$ cat src/rtl/store_monitor.sv
// Store monitor: watches the CPU data-memory store port, timestamps and buffers
// every store in a FWFT FIFO for a host to drain, and produces a pass/fail/timeout
// verdict from a mailbox address and a cycle watchdog.
module store_monitor #(
  parameter int unsigned DEPTH      = 8,
  parameter int unsigned MAX_CYCLES = 200,
  parameter logic [31:0] PASS_ADDR  = 32'd100,
  parameter logic [31:0] PASS_DATA  = 32'd25,
  parameter int unsigned CW         = 16
) (
  input  logic          clk,
  input  logic          reset,
  input  logic          MemWrite,
  input  logic [31:0]   DataAdr,
  input  logic [31:0]   WriteData,
  output logic          log_valid,
  input  logic          log_ready,
  output logic [31:0]   log_addr,
  output logic [31:0]   log_data,
  output logic [CW-1:0] log_cycle,
  output logic          overflow,
  output logic [CW-1:0] cycle_count,
  output logic          done,
  output logic          pass,
  output logic          fail,
  output logic          timeout
);

  localparam int unsigned AW = (DEPTH > 1) ? $clog2(DEPTH) : 1;
  localparam logic [CW-1:0] CntSat = '1;
  localparam logic [63:0] WdLast = 64'(MAX_CYCLES) - 64'd1;

  typedef enum logic [1:0] {
    StRun,
    StPass,
    StFail,
    StTimeout
  } state_e;

  state_e r_state;
  state_e w_state_d;

  logic [CW-1:0] r_cycle_count;
  logic          w_mailbox;
  logic          w_wd_expired;

  logic [AW:0]   r_wr_ptr;
  logic [AW:0]   r_rd_ptr;
  logic [31:0]   r_addr_mem  [DEPTH];
  logic [31:0]   r_data_mem  [DEPTH];
  logic [CW-1:0] r_cycle_mem [DEPTH];
  logic          r_overflow;

  logic          w_empty;
  logic          w_full;
  logic          w_push_req;
  logic          w_pop;
  logic          w_push;

  assign w_mailbox    = MemWrite && (DataAdr == PASS_ADDR);
  assign w_wd_expired = (64'(r_cycle_count) == WdLast);

  // Verdict FSM next state; a mailbox store outranks a same-cycle watchdog expiry.
  always_comb begin
    w_state_d = r_state;
    case (r_state)
      StRun: begin
        if (w_mailbox) begin
          w_state_d = (WriteData == PASS_DATA) ? StPass : StFail;
        end else if (w_wd_expired) begin
          w_state_d = StTimeout;
        end
      end
      default: w_state_d = r_state;
    endcase
  end

  // Verdict FSM state register; terminal states are left only through reset.
  always_ff @(posedge clk) begin
    if (!reset) begin
      r_state <= StRun;
    end else begin
      r_state <= w_state_d;
    end
  end

  // Cycle counter advances only while staying in RUN, so it freezes at the deciding
  // value and never wraps.
  always_ff @(posedge clk) begin
    if (!reset) begin
      r_cycle_count <= '0;
    end else if ((r_state == StRun) && (w_state_d == StRun) && (r_cycle_count != CntSat)) begin
      r_cycle_count <= r_cycle_count + CW'(1);
    end
  end

  // FIFO control: a pop in the same cycle frees the slot a full-FIFO push needs.
  assign w_empty    = (r_wr_ptr == r_rd_ptr);
  assign w_full     = (r_wr_ptr[AW-1:0] == r_rd_ptr[AW-1:0]) && (r_wr_ptr[AW] != r_rd_ptr[AW]);
  assign w_push_req = (r_state == StRun) && MemWrite;
  assign w_pop      = !w_empty && log_ready;
  assign w_push     = w_push_req && (!w_full || w_pop);

  // FIFO pointers with an extra wrap bit to tell full from empty.
  always_ff @(posedge clk) begin
    if (!reset) begin
      r_wr_ptr <= '0;
      r_rd_ptr <= '0;
    end else begin
      if (w_push) begin
        r_wr_ptr <= r_wr_ptr + (AW + 1)'(1);
      end
      if (w_pop) begin
        r_rd_ptr <= r_rd_ptr + (AW + 1)'(1);
      end
    end
  end

  // FIFO storage; unread slots are masked at the output so no reset is needed.
  always_ff @(posedge clk) begin
    if (w_push) begin
      r_addr_mem[r_wr_ptr[AW-1:0]]  <= DataAdr;
      r_data_mem[r_wr_ptr[AW-1:0]]  <= WriteData;
      r_cycle_mem[r_wr_ptr[AW-1:0]] <= r_cycle_count;
    end
  end

  // Sticky overflow: a store was dropped because no slot was free.
  always_ff @(posedge clk) begin
    if (!reset) begin
      r_overflow <= 1'b0;
    end else if (w_push_req && w_full && !w_pop) begin
      r_overflow <= 1'b1;
    end
  end

  // Head-of-queue outputs (first-word-fall-through), zero while empty.
  always_comb begin
    log_valid = !w_empty;
    log_addr  = '0;
    log_data  = '0;
    log_cycle = '0;
    if (!w_empty) begin
      log_addr  = r_addr_mem[r_rd_ptr[AW-1:0]];
      log_data  = r_data_mem[r_rd_ptr[AW-1:0]];
      log_cycle = r_cycle_mem[r_rd_ptr[AW-1:0]];
    end
  end

  assign overflow    = r_overflow;
  assign cycle_count = r_cycle_count;
  assign pass        = (r_state == StPass);
  assign fail        = (r_state == StFail);
  assign timeout     = (r_state == StTimeout);
  assign done        = pass | fail | timeout;

endmodule
$ cat config.mk
export PLATFORM = sky130hd
export DESIGN_NAME = store_monitor
export DESIGN_NICKNAME = d
export VERILOG_FILES = /design/src/rtl/store_monitor.sv
export SDC_FILE = /design/constraint.sdc
export NUM_CORES = 1
export LEC_CHECK = 0
export ABC_AREA = 1
export CORE_MARGIN = 2
export CORE_UTILIZATION = 55
export DETAILED_ROUTE_END_ITERATION = 16
export PLACE_DENSITY = 0.75
export SYNTH_ARGS = -nofsm -noshare
export SYNTH_HDL_FRONTEND = slang
export SYNTH_SLANG_ARGS = --single-unit
$ cat constraint.sdc
create_clock -name clk -period 20.8 [get_ports clk]
set_input_delay 3.12 -clock clk [delete_from_list [all_inputs] [get_ports clk]]
set_output_delay 3.12 -clock clk [all_outputs]
set_load 0.005 [all_outputs]
After elaboration in Yosys (flattened, before gate mapping)

Memory sizes are Yosys's and may differ from the RTL's. A register that Yosys moved wholly into a read port is not among the register bits.
Index checks and enable logic that the tools add are counted.

Flip-flop bits (word level): 27
Memory bits (writable): 640
Input bits: 68
Output and inout bits: 102
Logic and storage cells: 53
Memories kept: 3

Memory list:

| memory      | depth | width | rd ports | clocked after memory_dff | write ports | RTL line | text |
|---|---|---|---|---|---|---|---|
| r_addr_mem  | 8     | 32    | 1        | 1                        | 1           | 49       | `logic [31:0] r_addr_mem [DEPTH];` |
| r_data_mem  | 8     | 32    | 1        | 1                        | 1           | 50       | `logic [31:0] r_data_mem [DEPTH];` |
| r_cycle_mem | 8     | 16    | 1        | 1                        | 1           | 51       | `logic [CW-1:0] r_cycle_mem [DEPTH];` |

Add/sub/neg operators: 3
Eq/ne operators: 10
Multiplexer cells: 15
Bitwise gates (word level): 2
Reduce and logical (&&, ||, !) cells: 15

Operator list:

| kind                    | number |
|---|---|
| $mux W32                | 2 |
| $eq A32 B5 Y1 const B   | 1 |
| $eq A32 B7 Y1 const B   | 1 |
| $mux W3                 | 6 |
| $add A16 B1 Y16 const B | 1 |
| $eq A16 B8 Y1 const B   | 1 |
| $mux W16                | 1 |
| $ne A16 B16 Y1 const B  | 1 |
| $logic_and A1 B1 Y1     | 9 |
| $add A4 B1 Y4 const B   | 2 |
| $mux W2                 | 4 |
| $eq A2 B2 Y1 const B    | 2 |
| $eq A4 B4 Y1            | 1 |
| $logic_not A2 Y1        | 2 |
| $eq A3 B3 Y1            | 1 |
| $logic_not A1 Y1        | 3 |
| $eq A2 B1 Y1 const B    | 1 |
| $mux W1                 | 2 |
| $or A1 B1 Y1            | 2 |
| $logic_or A1 B1 Y1      | 1 |
| $ne A1 B1 Y1            | 1 |

Longest topological paths before layout

Word-level depth: 7
Mapped depth: 14

Worst setup path after synthesis

Ideal clock, no wire load.

Kind: input port to flip-flop
Start point: input MemWrite
End point: memory r_addr_mem[6][0] (enable)
Data arrival time: 8.921 ns
Required time: 20.183 ns
Setup slack: 11.262 ns
Cell stages on the path: 4
Path buffers: 0
Path through: inv_1 nor2_1 nand3_1 nor3_1

Word-level cells in the longest chain between the ends: 4

RTL lines:

| element                       | RTL line | text |
|---|---|---|
| start, declared               | 13       | `input logic MemWrite,` |
| $logic_and A1 B1 Y1           | 100      | `assign w_push_req = (r_state == StRun) && MemWrite;` |
| $logic_and A1 B1 Y1           | 102      | `assign w_push = w_push_req && (!w_full \|\| w_pop);` |
| $mux W1                       | 121      | `if (w_push) begin` |
| $mux W1 (implied by the code) | 122      | `r_addr_mem[r_wr_ptr[AW-1:0]] <= DataAdr;` |
| end, declared                 | 49       |  |

Every way passes these cells.

==> out/metrics.yaml <==
outcome:
  status: "completed"
worst_setup_path:
  crit_family: "buffers and inverters"
  critical_path.cell_chain: "buf_4 > buf_4 > o21ai_0 > o22ai_1 > o21ai_0 > a31oi_1 > clkdlybuf4s50_1"
  cp.depth: 7
  required_ns: 17.68
  cp.arrival_ns: 4.58
  critPathMaxStageDelay_ns: 0.89
  path_buf_inv: 3
  critPathCaptureType: "output port"
  r2r_start: "r_rd_ptr[0]$_SDFFE_PN0N_"
  cp-start-kind: "flip-flop"
  r2r_end: "r_addr_mem[3][19]$_DFFE_PP_"
  crit_path_max_fanout: 100
  rrSetupSlack_ns: 16.73
  crit_type: "flip-flop to output port"
  worstRegToRegCells: 10
  endpoint: "log_data[17]"
  critPathSlowestCell: "buf_4"
floorplanning:
  die_area_sq_mm: 0.0501
  core_area_sq_mm: 0.0477
  std_cell_rows: 80
  die_w_um: 224
  dieHeight_um: 224
  boundaryPins: 170
  start_util_pct: 55.7
timing:
  slew_headroom_pct: 24.1
  tightest_slew_ns: 1.14
  min_period_over_period_pct: 37.0
  max_clock_freq_mhz: 130
  whs_ns: 0.474
  fin_tns_setup_ns: 0
  rsz0062_at_grt: "no"
  setup_violations: 0
  drv_slew: 0
  hold_violations: 0
  post-route-min-period_ns: 7.70
  fin_skew_ns: 0.0187
global_route:
  grt_first_pass_wirelength_um: 96000
  grt_max_degree: 206
  antenna_found_initial: 3
  grt_pass1_vias: 16800
  grt-ovfl-total: 0
  grt_use_total_pct: 25.0
placed_design:
  dp_hpwl_um: 31900
  portBuffers: 169
  place_congestion: 0.847
  dp.cells: 2791
yosys:
  ys_ff_latch: 670
  synth_top_area_share_pct: 72.2
  synth_area_leaders: "edfxtp_1 (72%), nor2_1 (7.7%), o21ai_0 (7.3%), dfxtp_1 (2.3%), a31oi_1 (1.9%)"
  synthCells: 2120
  avgSynthCellArea_sq_um: 12.5
  syn_nets: 2191
  ys_warn_count: 0
  synth_largest_area_cell: "edfxtp_1"
  ys_seq_area_share_pct: 74.5
  syn-cell-area_sq_mm: 0.0266
  synth_cell_types: 41
clock_network:
  path_clk_slew_ns: 0.06
  clock_sinks: 670
  cts_tree: "yes"
  postCtsSetupRepairBufs: 0
  cts_resized: 0
  hold_buffers: 0
  cts_buffers: 66
  cts_root_buf: "clkbuf_16"
  worstSkewPairLatency_ns: 0.59
  cts-htree-levels: 3
  cts_buffer_depth: 3
power:
  power_density_mw_per_mm2: 103
  vdd_drop_max_uv: 56.5
  leakage_nw: 9.98
drt:
  drt_iter0_drc: 2015
  viasPerCell: 5.99
  drc: 0
  ant_nets: 0
  drt_pass1_iterations: 6
  detail_route.wl_per_cell_um: 21.7
  vias: 17400
  totalWireLength_um: 63000
worst_hold_path:
  hp-class: "flip-flop to flip-flop"
layout:
  layout.nets: 2315
  layout.cells.non_filler: 2905
  syn2layout_area_growth_pct: 15.4
  utilization_pct: 64.3
  drive_gt1_share_pct: 6.51
run:
  cap_violations: 0
-- per-stage QoR --
stage	cell area, sq um	worst slack, ns	total power, W
finish	30700	13.10	0.00317
global route	30700	12.78	0.00329
CTS	30700	13.11	0.00318
detailed placement	28700	13.76	0.00210
global placement	28700	13.78	0.00209
floorplan	26600	11.26	0.00184
-- cells by family after synthesis --
family	Yosys count	share of synthesized area, %
XOR/XNOR	17	0.560
buffers and inverters	172	2.67
AND/OR/NAND/NOR	666	10.1
flip-flops	670	74.5
adder cells (fa/ha/maj)	3	0.141
AO/OA/AOI/OAI	592	12.0
-- cell usage after synthesis, drive strengths merged --
cell,n
or2,2
inv,36
nor4,1
nand3b,1
nor3b,2
o22ai,80
nand4,6
o21ai,406
o21a,1
nand3,27
a21oi,24
clkinv,1
a31oi,80
edfxtp,640
o21bai,1
dfxtp,30
xnor2,5
nor3,8
nand2,70
nor4b,1
xor2,12
buf,36
and3,1
ha,3
nor2,547
clkbuf,99
-- placed cells by master, fill, tap and decap left out, types with 6 or more instances in the layout --
cell | Yosys | final
buf_4 | 1 | 22
nand2_1 | 66 | 66
nand3_1 | 16 | 16
clkinv_1 | 1 | 17
o21ai_0 | 386 | 386
a31oi_1 | 80 | 80
o21ai_1 | 19 | 19
dfxtp_1 | 30 | 28
xor2_1 | 12 | 12
inv_1 | 29 | 29
nor3_1 | 8 | 7
clkbuf_16 | 0 | 69
o22ai_1 | 80 | 80
nor2_4 | 0 | 7
clkinv_2 | 0 | 6
edfxtp_1 | 640 | 640
clkdlybuf4s50_1 | 0 | 169
nor2_1 | 545 | 538
a21oi_2 | 8 | 8
a21oi_1 | 16 | 16
nand3_2 | 11 | 11
clkbuf_1 | 99 | 15
-- area by class of cell --
type	count	area [sq um]
antenna	1	2.50
clock buffer	85	1800
clock inverter	28	161
fill	3403	17000
inverter	37	151
multi-input combinational	1278	6140
sequential	670	19800
tap	615	769
timing repair buffer	191	1860
-- layer usage --
| layer | GRT usage [%] | wire length (um) | share of wire [%] |
|---|---|---|---|
| met1 | 36.2 | 26600 | 42 |
| met4 | 8.15 | 1450 | 2.3 |
| met2 | 39.3 | 29700 | 47 |
| met3 | 4.07 | 5190 | 8.2 |
| met5 | 0 | 23 | 0.036 |
-- registers in the layout, summed over array words and instances, names as in the netlist, named ones only --
register     flops
cycle_count     16
r_data_mem     256
r_addr_mem     256
overflow         1
r_rd_ptr         4
r_wr_ptr         4
r_cycle_mem    128
r_state          2
-- worst min path at each step --
| stage | startpoint | end | slack (ns) | depth (start not counted) |
|---|---|---|---|---|
| 2_1_floorplan | r_rd_ptr[3]$_SDFFE_PN0N_ | r_rd_ptr[3]$_SDFFE_PN0N_ | 0.45 | 2 |
| 5_1_grt | overflow$_SDFFE_PN0P_ | overflow$_SDFFE_PN0P_ | 0.50 | 1 |
| 4_1_cts | overflow$_SDFFE_PN0P_ | overflow$_SDFFE_PN0P_ | 0.48 | 1 |
| 3_5_place_dp | overflow$_SDFFE_PN0P_ | overflow$_SDFFE_PN0P_ | 0.46 | 1 |
| 6_report | overflow$_SDFFE_PN0P_ | overflow$_SDFFE_PN0P_ | 0.47 | 1 |
| 3_3_place_gp | overflow$_SDFFE_PN0P_ | overflow$_SDFFE_PN0P_ | 0.46 | 1 |
-- report_power, final --
group | internal, W | total (W) | switching (W)
combinational | 0.000216 | 0.000548 | 0.000332
sequential | 0.00151 | 0.00153 | 0.0000176
clock | 0.000621 | 0.00110 | 0.000477
Power figures use the tool's default switching activity.
